--- src/rtl/time_counter_pkg.sv ---
// time_counter_pkg: BCD limits, chime window start and BCD helpers shared by the clock.
package time_counter_pkg;
  localparam logic [7:0] SEC_MAX     = 8'h59;
  localparam logic [7:0] MIN_MAX     = 8'h59;
  localparam logic [7:0] HOUR_MAX    = 8'h23;
  localparam logic [7:0] CHIME_START = 8'h55;
  function automatic logic [7:0] bcd_inc(input logic [7:0] v);
    return (v[3:0] == 4'd9) ? {v[7:4] + 4'd1, 4'd0} : v + 8'd1;
  endfunction
  // Digits are checked first, so the binary compare against a BCD limit is exact.
  function automatic logic bcd_ok(input logic [7:0] v, input logic [7:0] max);
    return (v[7:4] <= 4'd9) && (v[3:0] <= 4'd9) && (v <= max);
  endfunction
endpackage

--- src/rtl/time_counter_bcd_counter.sv ---
// bcd_counter: two-digit packed-BCD counter wrapping at MAX, with sync load and carry out.
module bcd_counter
  import time_counter_pkg::*;
#(
  parameter logic [7:0] MAX = 8'h59
) (
  input  logic       clk,
  input  logic       rst_n,
  input  logic       en,
  input  logic       ld,
  input  logic [7:0] ld_val,
  output logic [7:0] q,
  output logic       co
);
  logic [7:0] q_d, q_q;
  assign co = en && !ld && (q_q == MAX);
  assign q  = q_q;
  always_comb q_d = ld ? ld_val : en ? ((q_q == MAX) ? 8'h00 : bcd_inc(q_q)) : q_q;
  always_ff @(posedge clk)
    if (!rst_n) q_q <= 8'h00;
    else        q_q <= q_d;
endmodule

--- src/rtl/time_counter.sv ---
// time_counter: BCD 24h clock with prescaler, preset, hold and pulses.
// Optional hourly chime enabled by defining CHIME_EN.
module time_counter
  import time_counter_pkg::*;
#(
  parameter int TICK_DIV = 50000000
) (
  input  logic       CP,
  input  logic       _CR,
  input  logic       PE,
  input  logic [7:0] pre_hour,
  input  logic [7:0] pre_min,
  input  logic       hold,
  output logic [7:0] show_hour,
  output logic [7:0] show_min,
  output logic [7:0] show_sec,
  output logic       min_carry,
  output logic       day_wrap,
  output logic       set_err,
  output logic       chime
);
  localparam int PW = $clog2(TICK_DIV);
  logic [PW-1:0] pre_d, pre_q;
  logic pe_d, pe_q, min_carry_d, min_carry_q, day_wrap_d, day_wrap_q, set_err_d, set_err_q;
  logic tick, sec_en, sec_co, min_co, hour_co, hour_ok, min_ok;
  assign tick    = pre_q == PW'(TICK_DIV - 1);
  assign sec_en  = tick && !PE && !hold;
  assign hour_ok = bcd_ok(pre_hour, HOUR_MAX);
  assign min_ok  = bcd_ok(pre_min, MIN_MAX);
  always_comb begin
    pre_d       = (PE || (tick && !hold)) ? '0 : hold ? pre_q : pre_q + 1'b1;
    pe_d        = PE;
    min_carry_d = sec_co;
    day_wrap_d  = hour_co;
    set_err_d   = PE && !pe_q && !(hour_ok && min_ok);
  end
  always_ff @(posedge CP)
    if (!_CR) begin
      pre_q       <= '0;
      pe_q        <= 1'b0;
      min_carry_q <= 1'b0;
      day_wrap_q  <= 1'b0;
      set_err_q   <= 1'b0;
    end else begin
      pre_q       <= pre_d;
      pe_q        <= pe_d;
      min_carry_q <= min_carry_d;
      day_wrap_q  <= day_wrap_d;
      set_err_q   <= set_err_d;
    end
  bcd_counter #(.MAX(SEC_MAX)) u_sec (
    .clk(CP), .rst_n(_CR), .en(sec_en), .ld(PE), .ld_val(8'h00), .q(show_sec), .co(sec_co)
  );
  bcd_counter #(.MAX(MIN_MAX)) u_min (
    .clk(CP), .rst_n(_CR), .en(sec_co), .ld(PE), .ld_val(min_ok ? pre_min : 8'h00),
    .q(show_min), .co(min_co)
  );
  bcd_counter #(.MAX(HOUR_MAX)) u_hour (
    .clk(CP), .rst_n(_CR), .en(min_co), .ld(PE), .ld_val(hour_ok ? pre_hour : 8'h00),
    .q(show_hour), .co(hour_co)
  );
  assign min_carry = min_carry_q;
  assign day_wrap  = day_wrap_q;
  assign set_err   = set_err_q;
`ifdef CHIME_EN
  logic chime_d, chime_q;
  logic [7:0] sec_nx;
  // A minute rollover always lands on second 00, so only the next second needs predicting.
  always_comb begin
    sec_nx  = PE ? 8'h00 : sec_en ? (sec_co ? 8'h00 : bcd_inc(show_sec)) : show_sec;
    chime_d = (show_min == MIN_MAX) && (sec_nx >= CHIME_START);
  end
  always_ff @(posedge CP)
    if (!_CR) chime_q <= 1'b0;
    else      chime_q <= chime_d;
  assign chime = chime_q;
`else
  assign chime = 1'b0;
`endif
endmodule
--- config.mk ---
export PLATFORM = sky130hd
export DESIGN_NAME = time_counter
export DESIGN_NICKNAME = d
export VERILOG_FILES = /design/src/rtl/time_counter_pkg.sv /design/src/rtl/time_counter_bcd_counter.sv /design/src/rtl/time_counter.sv
export SDC_FILE = /design/constraint.sdc
export NUM_CORES = 1
export LEC_CHECK = 0
export ABC_AREA = 1
export CAP_MARGIN = 20
export CORE_UTILIZATION = 55
export DETAILED_ROUTE_END_ITERATION = 10
export GPL_ROUTABILITY_DRIVEN = 0
export PLACE_DENSITY = 0.9
export SLEW_MARGIN = 20
export SYNTH_ARGS = -nofsm -noshare
export SYNTH_HDL_FRONTEND = slang
export SYNTH_SLANG_ARGS = --single-unit
--- constraint.sdc ---
create_clock -name CP -period 2.4 [get_ports CP]
set_input_delay 0.24 -clock CP [delete_from_list [all_inputs] [get_ports CP]]
set_output_delay 0.24 -clock CP [all_outputs]
set_load 0.03 [all_outputs]
==> results.sh, run 1 <==
export IMPL_drt_vias_per_instance=5.54
export IMPL_cts_tree="built"
export IMPL_antenna_found_initial=0
export IMPL_drc=0
export IMPL_yosys_warnings=0
export IMPL_clock_sinks=54
export IMPL_synth_area_um2=3330
export IMPL_synth_xor_area_share_pct=4.21
export IMPL_grt_pass1_wl_um=13800
export IMPL_cts_buffers=5
export IMPL_rsz0062_at_grt="no"
export IMPL_synthAdderAreaFrac_pct=4.88
export IMPL_avgSynthCellArea_um2=6.61
export IMPL_cts_resized=0
export IMPL_relSlewSlack_pct=62.2
export IMPL_grt_pass1_vias=3147
export IMPL_htreeDepth=2
export IMPL_clk_pin_slew_ps=100
export IMPL_setup_tns_ps=0
export IMPL_worstPathArrival_ps=2320
export IMPL_gr_usage_all_layers_pct=27.2
export IMPL_die_area_um2=6370
export IMPL_syn2layout_area_growth_pct=20.1
export IMPL_synthMuxAreaShare_pct=0
export IMPL_clkLatencyLatePin_ps=320
export IMPL_nets=588
export IMPL_io_pins=48
export IMPL_hold_buffers=0
export IMPL_cp_max_fo=19
export IMPL_diodes=0
export IMPL_leakagePower_nw=1.54
export IMPL_finalPower_mw=1.73
export IMPL_finalCritPeriodShare_pct=88.4
export IMPL_num_rows=27
export IMPL_drive_above_1_share_pct=6.65
export IMPL_max_cap_violations=0
export IMPL_reg2reg_from="pre_q[0]"
export IMPL_status="completed"
export IMPL_first_pass_iters=5
export IMPL_initial_core_util_pct=58.7
export IMPL_crit_end="u_hour.q[0]"
export IMPL_clock_path_buffers=2
export IMPL_r2r_end="u_hour.q[0]"
export IMPL_crit_type="reg -> reg"
export IMPL_die_height_um=79.8
export IMPL_power_density_nw_per_um2=433
export IMPL_grt_max_degree=20
export IMPL_synth_seq_area_share_pct=32.5
export IMPL_required_ps=2600
export IMPL_synthDistinctLibCells=36
export IMPL_synthCells=504
export IMPL_core_area_um2=5680
export IMPL_critPathLaunchType="register"
export IMPL_ctsRootBufferMaster="clkbuf_8"
export IMPL_ys_seq_elements=54
export IMPL_postCtsSetupRepairBufs=0
export IMPL_setup_viol=0
export IMPL_wl_um=8330
export IMPL_drtIter0Drc=150
export IMPL_nFillCells=456
export IMPL_place_area_um2=3890
export IMPL_fmax_ghz=0.472
export IMPL_synth_top_family_by_area="simple AND/OR/NAND/NOR gates"
export IMPL_r2r_setup_slack_ps=280
export IMPL_grt_ovfl_total=0
export IMPL_ir_drop_mv=0.287
export IMPL_tightest_slew_ps=562
export IMPL_synthesis_nets=537
export IMPL_synth_compound_area_share_pct=12.6
export IMPL_critPathCaptureType="register"
export IMPL_wl_per_cell_um=13.3
export IMPL_io_buffer_count=46
export IMPL_fin_area_um2=4000
export IMPL_finalMaxSlewViolations=0
export IMPL_fin_skew_ps=13.5
export IMPL_r2r_cells=10
export IMPL_die_x_um=79.8
export IMPL_drtAntennaViolNets=0
export IMPL_dpl_hpwl_um=6300
export IMPL_yosys_area_share_simple_pct=37.0
export IMPL_worst_hold_path_type="reg -> reg"
export IMPL_timing_final_crit_period_ps=2120
export IMPL_via_count=3480
export IMPL_crit_start="pre_q[0]"
export IMPL_hold_viol_final=0
## cell families after synthesis
kind of cell | Yosys count
AOI/OAI and AO/OA | 75
buffers and inverters | 72
xor gates and xnor gates | 16
other | 1
adders and majority gates | 13
DFF | 54
and+or+nand+nor | 273
## layout by cell type, fill, tap and decap left out, types with 9 or more instances in the layout
cell type,netlist,final
a21oi_1,39,39
buf_4,2,9
clkdlybuf4s50_1,0,46
dfxtp_1,54,54
ha_1,13,13
inv_1,57,57
nand2_1,118,118
nand3_1,31,31
nand4_1,29,29
nor2_1,65,65
nor3_1,12,12
o21ai_0,21,21
xor2_1,12,12
## cells in the mapped netlist, drive strengths merged
cell	count	area share, %
a21o	2	0.45
a21oi	39	5.9
a31oi	2	0.38
and3	1	0.19
buf	9	1.7
clkbuf	2	0.23
clkinv	1	0.11
conb	1	0.11
dfxtp	54	32
ha	13	4.9
inv	60	6.8
nand2	121	14
nand3	32	5.2
nand4	30	5.8
nor2	71	8.8
nor3	14	2.4
nor4	1	0.19
o21a	6	1.4
o21ai	21	3.2
o21bai	2	0.79
o22ai	1	0.19
o31ai	2	0.45
or2	3	0.56
xnor2	4	1.1
xor2	12	3.2
## how the worst min path moves through the flow
stage                          start          to  slack [ps]  depth (start not counted)
after floorplan                  _CR        pe_q         360                          2
after CTS                 u_min.q[7]  u_min.q[7]         480                          2
after detailed placement  u_min.q[7]  u_min.q[7]         460                          2
after global placement    u_min.q[7]  u_min.q[7]         460                          2
after global routing      u_min.q[7]  u_min.q[7]         500                          2
final                     u_min.q[7]  u_min.q[7]         480                          2
## worst max-delay path, cell delays in order, from the launching register on
cell and delay [ps]:
dfxtp_1 410, ha_1 190, nand2_1 110, nor2_4 140
nand2_1 80, nor2_2 130, nand3_4 130, o21bai_4 370
nand2_1 260, nand2_1 120, a21oi_1 60
## stage by stage
| stage | worst slack [ps] | instances | hold slack, ps | utilization [%] |
|---|---|---|---|---|
| 6_report | 279 | 628 | 481 | 70.5 |
| 5_1_grt | 114 | 628 | 505 | 70.5 |
| 4_1_cts | 323 | 628 | 477 | 70.5 |
| 3_5_place_dp | 259 | 620 | 463 | 68.5 |
| 3_3_place_gp | 323 | 620 | 463 | 68.5 |
| 2_1_floorplan | 495 | 504 | 356 | - |
## per-layer routing
| metal | vias up | track usage, % | part of all wire (%) |
|---|---|---|---|
| met4 | 0 | 9.29 | 2.4 |
| li1 | 1751 | - | - |
| met5 | - | 0 | 0 |
| met2 | 105 | 45.6 | 47 |
| met1 | 1604 | 34.7 | 45 |
| met3 | 20 | 5.14 | 5.3 |
## layout make-up
cell class	count	area [µm²]	share of cell area (%)
clock inverter	3	45.0	1.13
timing repair buffer	55	528	13.2
tap	72	90.1	2.25
inverter	61	229	5.72
clock buffer	5	68.8	1.72
sequential	54	1080	27.0
multi-input combinational	378	1960	49.0
## registers in the layout, indices dropped and copies added (netlist names)
| register | flops |
|---|---|
| pre_q | 26 |
| u_hour.q | 8 |
| u_min.q | 8 |
| u_sec.q | 8 |
| day_wrap | 1 |
| min_carry | 1 |
| pe_q | 1 |
| set_err | 1 |
## where the power goes
group	leakage (nW)	internal (mW)	switching [mW]
Combinational	1.06	0.0806	0.106
Clock	0.0504	0.310	0.311
Sequential	0.437	0.907	0.0165
Total	1.54	1.30	0.433
No activity file was read; power rests on OpenSTA's default activity.
==> run 2, diff against run 1 <==
--- a/config.mk
+++ b/config.mk
@@ -11,7 +11,6 @@
 export DETAILED_ROUTE_END_ITERATION = 10
 export GPL_ROUTABILITY_DRIVEN = 0
 export PLACE_DENSITY = 0.9
-export SLEW_MARGIN = 20
 export SYNTH_ARGS = -nofsm -noshare
 export SYNTH_HDL_FRONTEND = slang
 export SYNTH_SLANG_ARGS = --single-unit
==> results of run 2 <==
No change in the layout: final DEF, timing and power equal those of run 1.
